<file path="config.mk">
export PLATFORM = sky130hd
export DESIGN_NAME = cache_line_mem_responder
export DESIGN_NICKNAME = d
export VERILOG_FILES = /design/src/rtl/cache_line_mem_responder.sv
export SDC_FILE = /design/constraint.sdc
export NUM_CORES = 1
export LEC_CHECK = 0
export ABC_CLOCK_PERIOD_IN_PS = 4700
export BUFFER_PORTS_ARGS = -buffer_cell sky130_fd_sc_hd__clkbuf_2
export CAP_MARGIN = 20
export CORE_AREA = 5 5 91 93
export CTS_CLUSTER_SIZE = 20
export DETAILED_ROUTE_END_ITERATION = 7
export DIE_AREA = 0 0 96 98
export PLACE_DENSITY_LB_ADDON = 0.12
export SYNTH_ARGS = -nofsm -noshare
export SYNTH_HDL_FRONTEND = slang
export SYNTH_SLANG_ARGS = --single-unit
</file>
<file path="constraint.sdc">
create_clock -name clk -period 4.7 [get_ports clk]
set_clock_uncertainty 0.2 [all_clocks]
set_input_delay 1.175 -clock clk [delete_from_list [all_inputs] [get_ports clk]]
set_output_delay 1.175 -clock clk [all_outputs]
set_load 0.02 [all_outputs]
</file>
<file path="src/rtl/cache_line_mem_responder.sv">
// Memory-side responder: expands one cache-line request into LINE_WORDS
// single-word en/ack transactions. Optional watchdog: CACHE_MEM_TIMEOUT_EN.
module cache_line_mem_responder #(
    parameter int LINE_WORDS     = 8,
    parameter int ADDR_W         = 32,
    parameter int TIMEOUT_CYCLES = 255
) (
    input  logic                          clk,
    input  logic                          rst_n,
    input  logic                          req_en_in,
    input  logic                          req_write_in,
    input  logic [ADDR_W-1:0]             req_addr_in,
    input  logic [31:0]                   wdata_in,
    output logic [31:0]                   rdata_out,
    output logic                          beat_valid_out,
    output logic [$clog2(LINE_WORDS)-1:0] beat_idx_out,
    output logic                          done_out,
    output logic                          busy_out,
    output logic                          err_out,
    output logic                          mem_en_out,
    output logic                          mem_we_out,
    output logic [ADDR_W-1:0]             mem_addr_out,
    output logic [31:0]                   mem_wdata_out,
    input  logic [31:0]                   mem_rdata_in,
    input  logic                          mem_ack_in
);

    localparam int IDX_W = $clog2(LINE_WORDS);
    localparam int OFF_W = IDX_W + 2;
    localparam logic [ADDR_W-1:0] LINE_MASK =
        ~((ADDR_W'(1) << OFF_W) - ADDR_W'(1));
    localparam logic [IDX_W-1:0] LAST_IDX = IDX_W'(LINE_WORDS - 1);

    // GAP is the cycle between beats: en is low, the beat pulse is shown
    typedef enum logic [1:0] {
        ST_IDLE,
        ST_XFER,
        ST_GAP,
        ST_DONE
    } state_t;

    state_t            state_q, state_d;
    logic [IDX_W-1:0]  cnt_q, cnt_d;
    logic [ADDR_W-1:0] addr_q, addr_d;
    logic              we_q, we_d;
    logic [31:0]       rdata_q, rdata_d;
    logic              en_q, en_d;
    logic              valid_q, valid_d;
    logic              done_q, done_d;
    logic              busy_q, busy_d;
    logic              err_q, err_d;
    logic              timeout;

`ifdef CACHE_MEM_TIMEOUT_EN
    localparam int WAIT_W = $clog2(TIMEOUT_CYCLES + 1);

    logic [WAIT_W-1:0] wait_q, wait_d;

    assign timeout = (state_q == ST_XFER) && !mem_ack_in &&
                     (wait_q == WAIT_W'(TIMEOUT_CYCLES - 1));

    // count XFER cycles without ack; restart per beat and per request
    always_comb begin
        wait_d = wait_q;
        if (state_q != ST_XFER || mem_ack_in || timeout) begin
            wait_d = '0;
        end else begin
            wait_d = wait_q + WAIT_W'(1);
        end
    end

    // watchdog counter register
    always_ff @(posedge clk or negedge rst_n) begin
        if (!rst_n) begin
            wait_q <= '0;
        end else begin
            wait_q <= wait_d;
        end
    end
`else
    // watchdog compiled out; a beat waits for its ack forever
    assign timeout = 1'b0 & (TIMEOUT_CYCLES != 0);
`endif

    // next-state and registered-output computation
    always_comb begin
        state_d = state_q;
        cnt_d   = cnt_q;
        addr_d  = addr_q;
        we_d    = we_q;
        rdata_d = rdata_q;
        busy_d  = busy_q;
        en_d    = 1'b0;
        valid_d = 1'b0;
        done_d  = 1'b0;
        err_d   = 1'b0;
        unique case (state_q)
            ST_IDLE: begin
                busy_d = 1'b0;
                if (req_en_in) begin
                    addr_d  = req_addr_in & LINE_MASK;
                    we_d    = req_write_in;
                    cnt_d   = '0;
                    en_d    = 1'b1;
                    busy_d  = 1'b1;
                    state_d = ST_XFER;
                end
            end
            ST_XFER: begin
                en_d = 1'b1;
                if (mem_ack_in) begin
                    if (!we_q) begin
                        rdata_d = mem_rdata_in;
                    end
                    en_d    = 1'b0;
                    valid_d = 1'b1;
                    state_d = ST_GAP;
                end else if (timeout) begin
                    en_d    = 1'b0;
                    done_d  = 1'b1;
                    err_d   = 1'b1;
                    cnt_d   = '0;
                    state_d = ST_DONE;
                end
            end
            ST_GAP: begin
                cnt_d = cnt_q + IDX_W'(1);
                if (cnt_q == LAST_IDX) begin
                    done_d  = 1'b1;
                    state_d = ST_DONE;
                end else begin
                    en_d    = 1'b1;
                    state_d = ST_XFER;
                end
            end
            ST_DONE: begin
                busy_d  = 1'b0;
                state_d = ST_IDLE;
            end
        endcase
    end

    // FSM state and registered outputs
    always_ff @(posedge clk or negedge rst_n) begin
        if (!rst_n) begin
            state_q <= ST_IDLE;
            cnt_q   <= '0;
            addr_q  <= '0;
            we_q    <= 1'b0;
            rdata_q <= '0;
            en_q    <= 1'b0;
            valid_q <= 1'b0;
            done_q  <= 1'b0;
            busy_q  <= 1'b0;
            err_q   <= 1'b0;
        end else begin
            state_q <= state_d;
            cnt_q   <= cnt_d;
            addr_q  <= addr_d;
            we_q    <= we_d;
            rdata_q <= rdata_d;
            en_q    <= en_d;
            valid_q <= valid_d;
            done_q  <= done_d;
            busy_q  <= busy_d;
            err_q   <= err_d;
        end
    end

    assign rdata_out      = rdata_q;
    assign beat_valid_out = valid_q;
    assign beat_idx_out   = cnt_q;
    assign done_out       = done_q;
    assign busy_out       = busy_q;
    assign err_out        = err_q;
    assign mem_en_out     = en_q;
    assign mem_we_out     = en_q & we_q;
    assign mem_addr_out   = en_q ?
        (addr_q | ADDR_W'({cnt_q, 2'b00})) : '0;
    assign mem_wdata_out  = (en_q && we_q) ? wdata_in : '0;

    // a completion strobe between beats means the memory broke the handshake
    assert property (@(posedge clk) disable iff (!rst_n)
        !(mem_ack_in && state_q == ST_GAP));

endmodule
</file>
# Yosys cells after proc, flatten, opt, wreduce, memory -nomap -nowiden
# Cells that the tools add are included.
# word_totals
register_bits	69
output_inout_bits	105
elab_cells	44
# classes
add_sub_neg	1
eq_ne	6
n_mux	17
bitwise	3
reduce_logical	8
# op_table
cell	n
$mux W32	2
$or A32 B5 Y32	1
$pmux W2 S4	1
$mux W1	7
$mux W2	3
$pmux W3 S2	1
$reduce_and A2 Y1	3
$eq A2 B2 Y1 const B	2
$ne A2 B2 Y1 const B	2
$reduce_bool A2 Y1	2
$add A3 B1 Y3 const B	1
$eq A3 B3 Y1 const B	1
$mux W3	1
$pmux W1 S3	1
$reduce_and A3 Y1	1
$eq A2 B1 Y1 const B	1
$logic_not A2 Y1	1
$pmux W1 S2	1
$and A1 B1 Y1	1
$logic_and A1 B1 Y1	1
$not A1 Y1	1

# Logic depth before layout (Yosys ltp)
# Gate-level depths: netlist of the first run.
# depth
ltp_word	3
ltp_mapped	7
depth_no_buf	5

# Worst setup path after synthesis of the first run
# Ideal clock, no wire load.
# synth_path
path_type	input-to-output
startpoint	input port wdata_in[0]
endpoint	output port mem_wdata_out[0]
arrival_time_ns	1.428
t_required_ns	3.325
slack_ns	1.897
cell_stages	1
n_path_buf	0
path_cell_list	and3_1
# synth_via
elab_chain_cells	1
# synth_lines
item	line_no	rtl
start: declaration	13	input logic [31:0] wdata_in,
$mux W32	180	assign mem_wdata_out = (en_q && we_q) ? wdata_in : '0;
end: declaration	23	output logic [31:0] mem_wdata_out,
# Every way passes these cells.

# Worst setup path after layout of the first run
# layout_path
startpoint	register en_q (netlist: mem_en_out)
endpoint	output port mem_wdata_out[7]
# layout_via
elab_chain_cells	2
# layout_lines
item	line_no	rtl
start: declaration	47	logic en_q, en_d;
start signal: assignment	162	en_q <= en_d;
$logic_and A1 B1 Y1	180	
$mux W32	180	
# Every way passes these cells.

==> flow_metrics.env, run 1 <==
export IMPL_run_status="finished clean"
export IMPL_report_final_hold_viol_count=0
export IMPL_ant_nets=0
export IMPL_netlist_area_um2=3300
export IMPL_grt_first_pass_wirelength_mm=12.9
export IMPL_place_hpwl_mm=6.09
export IMPL_worst_ir_drop_vdd_v=0.000408
export IMPL_syn_avg_cell_area_um2=13.6
export IMPL_finalNonFillerCells=543
export IMPL_grt_ovfl_total=0
export IMPL_post_route_cells_drive_above_1_share=0.628
export IMPL_critical_path_startpoint_type="flip-flop"
export IMPL_worst_path_max_fanout=40
export IMPL_final_setup_tns_ps=0
export IMPL_synth_cell_types=24
export IMPL_routabilityCongestion=0.725
export IMPL_grt_start_max_net_pins=70
export IMPL_synthesis_instances=243
export IMPL_hold_buffers=0
export IMPL_crit_type="flip-flop to output pin"
export IMPL_initial_core_util=0.443
export IMPL_detailedRoute_firstPassIterationCount=4
export IMPL_grt_pass1_vias=2474
export IMPL_rsz0062_at_grt="false"
export IMPL_worstPathRequired_ps=3320
export IMPL_ys_ff_latch=69
export IMPL_cellPowerDensity_nw_per_um2=695
export IMPL_height_of_the_die_um=98
export IMPL_violation_count_after_the_first_detailed_routing_iteration=73
export IMPL_post_cts_setup_bufs=0
export IMPL_die_width_um=96
export IMPL_setup_ws_ps=1410
export IMPL_critical_path_endpoint_type="output pin"
export IMPL_rows=32
export IMPL_core_um2=7450
export IMPL_timing_fmax_mhz=304
export IMPL_pre_cts_slack_ps=1720
export IMPL_clk_transition_reported_paths_ps=70
export IMPL_drt_total_wl_mm=8.13
export IMPL_cts_repair_resize_count=0
export IMPL_final_period_utilization=0.700
export IMPL_cts_sinks=69
export IMPL_total_leakage_power_uw=0.00260
export IMPL_placedCellCount=527
export IMPL_port_buffers=197
export IMPL_drt_via_density=4.59
export IMPL_tritoncts="done"
export IMPL_grt_use_total=0.177
export IMPL_finish_utilization=0.602
export IMPL_clk_latency_ps=330
export IMPL_drv_slew=0
export IMPL_route_detailed_drc=0
export IMPL_maxCapViolCount=0
export IMPL_grt_antenna_before_repair=0
export IMPL_relSlewSlack=0.266
export IMPL_setup_viol_count_final=0
export IMPL_numCtsBuffers=9
export IMPL_dr_total_vias=2495
export IMPL_highest_count_cells_in_the_layout_ignoring_fill_and_taps="clkbuf_2 (196), dfrtp_1 (69), and3_1 (32), mux2_4 (32), and2_1 (31)"
export IMPL_wl_per_cell_um=15.0
export IMPL_synth_sequential_area_ratio=0.523
export IMPL_transition_time_of_the_tightest_slew_check_pin_ps=1100
export IMPL_synthesis_to_layout_area_growth_pct=36.0
export IMPL_dieArea_um2=9410
export IMPL_critical_path_at_ps=1910
export IMPL_layout_nets=543
export IMPL_most_common_cell_after_layout_fill_and_taps_aside="clkbuf_2"
export IMPL_synth_yosys_warnings=0
export IMPL_insertedDiodeCount=0
export IMPL_clk_path_buf_depth=2
export IMPL_layout_min_cycle_time_ps=3290
export IMPL_total_power_uw=3120
export IMPL_cts_root_buf="clkbuf_8"
export IMPL_io_pins=206
export IMPL_cts_htree_levels=3
export IMPL_number_of_fillers_in_the_final_layout=640
export IMPL_hp_class="flip-flop to flip-flop"
[flip-flops by register name, indices dropped and copies added (netlist names)]
name / flops
rdata_out: 32
addr_q: 27
beat_idx_out: 3
state_q: 2
beat_valid_out: 1
busy_out: 1
done_out: 1
mem_en_out: 1
we_q: 1
[cell type report]
cell class	count	area, um^2	share of cell area
sequential	69	1730	0.385
clock inverter	5	60.1	0.0134
multi-input combinational	154	1420	0.316
inverter	3	11.3	0.00251
clock buffer	11	141	0.0315
tap	102	128	0.0284
timing repair buffer	199	1000	0.224
[metal layers]
metal,vias to the layer above,track usage,routed length [um]
li1,1220,-,-
met5,-,0,0
met2,86,0.264,3840
met3,8,0.0578,590
met1,1181,0.248,3630
met4,0,0.0449,65
[worst max-delay path: stages (launching register included)]
cell      delay [ps]
dfrtp_1          750
buf_4            410
and3_1           230
clkbuf_2         180
[report_power, final]
| group | switching (uW) | leakage (uW) | internal, uW |
|---|---|---|---|
| logic | 824 | 0.00167 | 720 |
| registers | 201 | 0.000828 | 889 |
| clock network | 225 | 0.0000995 | 261 |
| total | 1250 | 0.00260 | 1870 |
[through the flow]
| stage | instance area, um^2 | hold WS (ps) |
|---|---|---|
| 3_5_place_dp | 4290 | 275 |
| 6_report | 4490 | 298 |
| 5_1_grt | 4490 | 314 |
| 2_1_floorplan | 3310 | 271 |
| 3_3_place_gp | 4290 | 280 |
| 4_1_cts | 4490 | 302 |
[synthesized netlist by cell type, drive strengths merged]
master,count,area (um^2)
dfrtp,69,1730
mux2,60,796
and2,32,203
and3,32,200
buf,10,121
clkbuf,9,33.8
ha,6,75.1
nand2,5,18.8
nand2b,4,25.0
a31oi,3,18.8
inv,3,11.3
a32o,2,20.0
o21ai,2,10.0
a21oi,1,5.00
a41oi,1,8.76
conb,1,3.75
mux2i,1,10.0
nor2,1,3.75
or2b,1,8.76
[cell families after synthesis]
logic type | after synthesis | share of synthesized area
other | 1 | 0.00114
and+or+nand+nor | 75 | 0.139
buffers and inverters | 22 | 0.0504
muxes | 61 | 0.244
AOI/OAI and AO/OA | 9 | 0.0190
adders and majority gates | 6 | 0.0228
DFF | 69 | 0.523
[final timing paths]
kind,slack [ps],start,cells past startpoint,endpoint
max in group asynchronous,2990,rst_n,1,addr_q[18]
worst min-delay path,300,addr_q[31],1,addr_q[31]
worst min register to register,300,addr_q[31],1,addr_q[31]
min in group asynchronous,740,rst_n,1,addr_q[28]
worst max register to register,2150,we_q,2,rdata_out[1]
worst max-delay path,1410,mem_en_out,3,mem_wdata_out[7]
Note: power is estimated with default switching activity, not from simulation.
==> run 2, diff against run 1 <==
- ABC_CLOCK_PERIOD_IN_PS: 4700 -> 3000
- CORE_AREA: 5 5 91 93 -> 5 5 98 100
- DIE_AREA: 0 0 96 98 -> 0 0 103 105
- clock period: 4.7 -> 3 ns (I/O delays scaled with it)
==> run 2 against run 1 <==
- utilization fell by 7.0 points
- routed wire length rose by 5.9%
- critical endpoint is now mem_wdata_out[16]
- critical path depth fell by 1
- clock power rose by 71%
- largest power group unchanged
- largest cell class unchanged
- non-clock buffer count rose by 3
- global-route usage fell by 2.2 points
- cell count rose by 1.7%
==> flow_metrics.env, run 2 (same netlist as run 1, synthesis figures left out) <==
export IMPL_total_power_uw=4990
export IMPL_insertedDiodeCount=0
export IMPL_drt_via_density=4.60
export IMPL_violation_count_after_the_first_detailed_routing_iteration=93
export IMPL_grt_pass1_vias=2535
export IMPL_worst_ir_drop_vdd_v=0.000458
export IMPL_grt_start_max_net_pins=48
export IMPL_run_status="finished clean"
export IMPL_tritoncts="done"
export IMPL_worstPathRequired_ps=2050
export IMPL_internal_dissipation_uw=3020
export IMPL_finalNonFillerCells=552
export IMPL_wl_per_cell_um=15.6
export IMPL_critical_path_startpoint_type="flip-flop"
export IMPL_final_period_utilization=0.864
export IMPL_hold_buffers=0
export IMPL_route_detailed_drc=0
export IMPL_layout_nets=546
export IMPL_final_setup_tns_ps=0
export IMPL_maxCapViolCount=0
export IMPL_cpMaxStageDelayCell="dfrtp_1"
export IMPL_routabilityCongestion=0.738
export IMPL_hp_class="input port to async pin"
export IMPL_rows=34
export IMPL_grt_use_total=0.155
export IMPL_combinationalPowerShare=0.497
export IMPL_drv_slew=0
export IMPL_placedCellCount=536
export IMPL_numCtsBuffers=9
export IMPL_report_final_hold_viol_count=0
export IMPL_worst_path_max_fanout=35
export IMPL_timing_fmax_mhz=386
export IMPL_grt_antenna_before_repair=0
export IMPL_dr_total_vias=2539
export IMPL_io_pins=206
export IMPL_cts_sinks=69
export IMPL_dieArea_um2=10800
export IMPL_core_um2=8590
export IMPL_timing_critical_path_cells="and3_1 > clkbuf_2"
export IMPL_critical_path_endpoint_type="output pin"
export IMPL_highest_count_cells_in_the_layout_ignoring_fill_and_taps="clkbuf_2 (196), dfrtp_1 (69), and3_1 (32), mux2_4 (32), and2_1 (31)"
export IMPL_rsz0062_at_grt="false"
export IMPL_drt_total_wl_mm=8.61
export IMPL_layout_min_cycle_time_ps=2590
export IMPL_critical_path_at_ps=1640
export IMPL_finish_utilization=0.532
export IMPL_sequentialPowerShare=0.336
export IMPL_p_switching_uw=1980
export IMPL_port_buffers=197
export IMPL_number_of_fillers_in_the_final_layout=781
export IMPL_ant_nets=0
export IMPL_clk_transition_reported_paths_ps=70
export IMPL_crit_type="flip-flop to output pin"
export IMPL_largest_incremental_delay_on_the_critical_path_ps=840
export IMPL_clk_latency_ps=320
export IMPL_switching_share=0.396
export IMPL_post_cts_setup_bufs=0
export IMPL_total_leakage_power_uw=0.00264
export IMPL_cts_htree_levels=3
export IMPL_relSlewSlack=0.489
export IMPL_grt_first_pass_wirelength_mm=13.3
export IMPL_place_hpwl_mm=6.49
export IMPL_setup_viol_count_final=0
export IMPL_height_of_the_die_um=105
export IMPL_clk_path_buf_depth=2
export IMPL_transition_time_of_the_tightest_slew_check_pin_ps=767
export IMPL_initial_core_util=0.384
export IMPL_cts_root_buf="clkbuf_8"
export IMPL_synthesis_to_layout_area_growth_pct=38.6
export IMPL_largest_register_ffs=32
export IMPL_cellPowerDensity_nw_per_um2=1090
export IMPL_power_frac_clock=0.166
export IMPL_post_route_cells_drive_above_1_share=0.633
export IMPL_cts_repair_resize_count=0
export IMPL_detailedRoute_firstPassIterationCount=4
export IMPL_grt_ovfl_total=0
export IMPL_most_common_cell_after_layout_fill_and_taps_aside="clkbuf_2"
export IMPL_die_width_um=103
-- run 2: cell count changes in the layout (fill, tap and decap cells not counted) --
cell / previous run / this run
buf_12: 0 / 3
clkinv_4: 2 / 4
buf_2: 0 / 1
buf_4: 3 / 2
bufinv_16: 1 / 2
clkbuf_1: 1 / 0
clkbuf_8: 10 / 9
clkinvlp_4: 1 / 0
-- run 2: critical path: cells and delay by family, from the launching register on --
kind	cells	cell delay [ps]
flip-flops	1	840
buffers and inverters	1	180
AND/OR/NAND/NOR	1	280
-- run 2: layout make-up --
class                           instances  area, um^2  share of cell area
Sequential cell                        69        1730               0.377
Multi-Input combinational cell        154        1420               0.310
Timing Repair Buffer                  202        1060               0.232
Tap cell                              108         135              0.0295
Clock buffer                            9         124              0.0271
Clock inverter                          7         100              0.0219
Inverter                                3        11.3             0.00246
-- run 2: routing by layer --
metal  global-route usage  vias up  share of wire
met4               0.0444        0         0.0059
met5                    0        -              0
met3               0.0300        5          0.062
met1                0.204     1232           0.43
li1                     -     1221              -
met2                0.256       81           0.50
-- run 2: power by group through the flow --
stage	combinational [uW]	clock, uW	sequential (uW)
finish	2480	832	1680
CTS	2530	870	1680
detailed placement	2510	0	1700
floorplan	1490	0	1940
global placement	2500	0	1670
global route	2680	903	1750
-- run 2: per-stage QoR --
step | area, um^2 | hold WS (ps) | setup WS, ps
after floorplan | 3310 | 254 | 1010
after global placement | 4350 | 279 | 719
after detailed placement | 4350 | 283 | 656
after CTS | 4570 | 231 | 370
after global routing | 4570 | 264 | 291
final | 4570 | 229 | 409
-- run 2: final timing paths --
path | from | to | slack [ps] | cells after the start
setup / recovery | we_q | mem_wdata_out[16] | 410 | 2
hold / removal | rst_n | addr_q[25] | 230 | 1
setup reg to reg | we_q | rdata_out[21] | 680 | 3
hold reg to reg | addr_q[5] | addr_q[5] | 300 | 1
max in group asynchronous | rst_n | rdata_out[15] | 1690 | 2
min in group clk | addr_q[5] | addr_q[5] | 300 | 1
==> run 3, diff against run 2 <==
- CORE_AREA: 5 5 98 100 -> 2 2 81 114
- DIE_AREA: 0 0 103 105 -> 0 0 83 116
==> run 3 against run 2 <==
- utilization increased by 0.88 points
- worst setup slack improved by 24 ps
- non-clock buffer count decreased by 1
- final area increased by 1.2%
==> flow_metrics.env, run 3 (same netlist as run 1, synthesis figures left out) <==
export IMPL_finalHoldWorstSlack_ps=257
export IMPL_post_cts_setup_bufs=0
export IMPL_drv_slew=0
export IMPL_number_of_fillers_in_the_final_layout=783
export IMPL_cts_sinks=69
export IMPL_final_setup_tns_ps=0
export IMPL_rows=40
export IMPL_critical_path_startpoint_type="flip-flop"
export IMPL_cellPowerDensity_nw_per_um2=1110
export IMPL_worst_ir_drop_vdd_v=0.000515
export IMPL_port_buffers=197
export IMPL_wl_per_cell_um=14.8
export IMPL_total_leakage_power_uw=0.00267
export IMPL_reg2reg_to="rdata_out[0]"
export IMPL_routabilityCongestion=0.842
export IMPL_core_um2=8560
export IMPL_rsz0062_at_grt="false"
export IMPL_synthesis_to_layout_area_growth_pct=40.3
export IMPL_largest_register_ffs=32
export IMPL_layout_min_cycle_time_ps=2570
export IMPL_post_route_cells_drive_above_1_share=0.630
export IMPL_worstPathRequired_ps=2050
export IMPL_largest_incremental_delay_on_the_critical_path_ps=840
export IMPL_run_status="finished clean"
export IMPL_r2r_cells=3
export IMPL_final_period_utilization=0.856
export IMPL_most_common_cell_after_layout_fill_and_taps_aside="clkbuf_2"
export IMPL_tritoncts="done"
export IMPL_critical_path_endpoint_type="output pin"
export IMPL_grt_first_pass_wirelength_mm=12.8
export IMPL_r2r_start="we_q"
export IMPL_hp_class="input port to async pin"
export IMPL_grt_ovfl_total=0
export IMPL_clk_transition_reported_paths_ps=50
export IMPL_cts_repair_resize_count=0
export IMPL_setup_viol_count_final=0
export IMPL_placedCellCount=532
export IMPL_insertedDiodeCount=0
export IMPL_worst_r2r_setup_slack_ps=660
export IMPL_io_pins=206
export IMPL_layout_nets=545
export IMPL_place_hpwl_mm=6.00
export IMPL_grt_use_total=0.167
export IMPL_detailedRoute_firstPassIterationCount=6
export IMPL_grt_antenna_before_repair=0
export IMPL_finalNonFillerCells=548
export IMPL_ant_nets=0
export IMPL_highest_count_cells_in_the_layout_ignoring_fill_and_taps="clkbuf_2 (196), dfrtp_1 (69), and3_1 (32), mux2_4 (32), and2_1 (31)"
export IMPL_timing_fmax_mhz=390
export IMPL_transition_time_of_the_tightest_slew_check_pin_ps=775
export IMPL_die_width_um=83
export IMPL_hold_buffers=0
export IMPL_violation_count_after_the_first_detailed_routing_iteration=86
export IMPL_dr_total_vias=2532
export IMPL_setup_ws_ps=433
export IMPL_drt_total_wl_mm=8.10
export IMPL_cpMaxStageDelayCell="dfrtp_1"
export IMPL_height_of_the_die_um=116
export IMPL_initial_core_util=0.386
export IMPL_maxCapViolCount=0
export IMPL_pre_cts_slack_ps=658
export IMPL_worst_path_max_fanout=35
export IMPL_grt_pass1_vias=2442
export IMPL_relSlewSlack=0.483
export IMPL_cts_root_buf="clkbuf_16"
export IMPL_drt_via_density=4.62
export IMPL_critical_path_at_ps=1620
export IMPL_report_final_hold_viol_count=0
export IMPL_numCtsBuffers=9
export IMPL_cts_htree_levels=3
export IMPL_crit_type="flip-flop to output pin"
export IMPL_route_detailed_drc=0
export IMPL_grt_start_max_net_pins=70
export IMPL_dieArea_um2=9630
export IMPL_clk_path_buf_depth=2
export IMPL_timing_critical_path_cells="and3_1 > clkbuf_2"
export IMPL_clk_latency_ps=320
[run 3: cell count changes in the layout (fill, tap and decap cells not counted), sizes merged]
cell and delta:
clkbuf +3, bufinv -2, clkinv -2, buf -1, clkinvlp +1
[run 3: layout make-up]
cell class | count | area [um^2] | area share
Timing Repair Buffer | 201 | 1070 | 0.230
Clock inverter | 4 | 22.5 | 0.00486
Inverter | 3 | 11.3 | 0.00243
Clock buffer | 12 | 256 | 0.0554
Tap cell | 105 | 131 | 0.0284
Multi-Input combinational cell | 154 | 1420 | 0.306
Sequential cell | 69 | 1730 | 0.373
[run 3: worst max-delay path by stage]
| stage | startpoint | to | cells after the start |
|---|---|---|---|
| floorplan | mem_en_out | mem_wdata_out[22] | 2 |
| global placement | mem_ack_in | rdata_out[0] | 5 |
| detailed placement | we_q | rdata_out[0] | 3 |
| CTS | we_q | mem_wdata_out[31] | 2 |
| global route | we_q | mem_wdata_out[31] | 2 |
| finish | we_q | mem_wdata_out[31] | 2 |
[run 3: per-stage QoR]
step	cell area, um^2	power, uW	utilization
floorplan	3310	3430	-
global placement	4350	4160	0.508
detailed placement	4350	4210	0.508
CTS	4630	5220	0.541
global route	4630	5470	0.541
finish	4630	5140	0.541
[run 3: power by group]
part	switching [uW]	total (uW)	leakage [uW]	internal, uW
registers	302	1700	0.000828	1400
clock network	374	974	0.000138	600
logic	1310	2470	0.00170	1160
total	1990	5140	0.00267	3150
[run 3: layer usage]
metal	up-vias	track usage	routed length [um]
met5	-	0	0
met4	0	0.0536	68
met3	5	0.0506	465
met2	96	0.257	3850
met1	1210	0.228	3720
li1	1221	-	-
[run 3: critical path, delay by kind of cell (launching register included)]
kind                   cells  cell delay, ps
flip-flops                 1             840
AND/OR/NAND/NOR            1             270
buffers and inverters      1             180
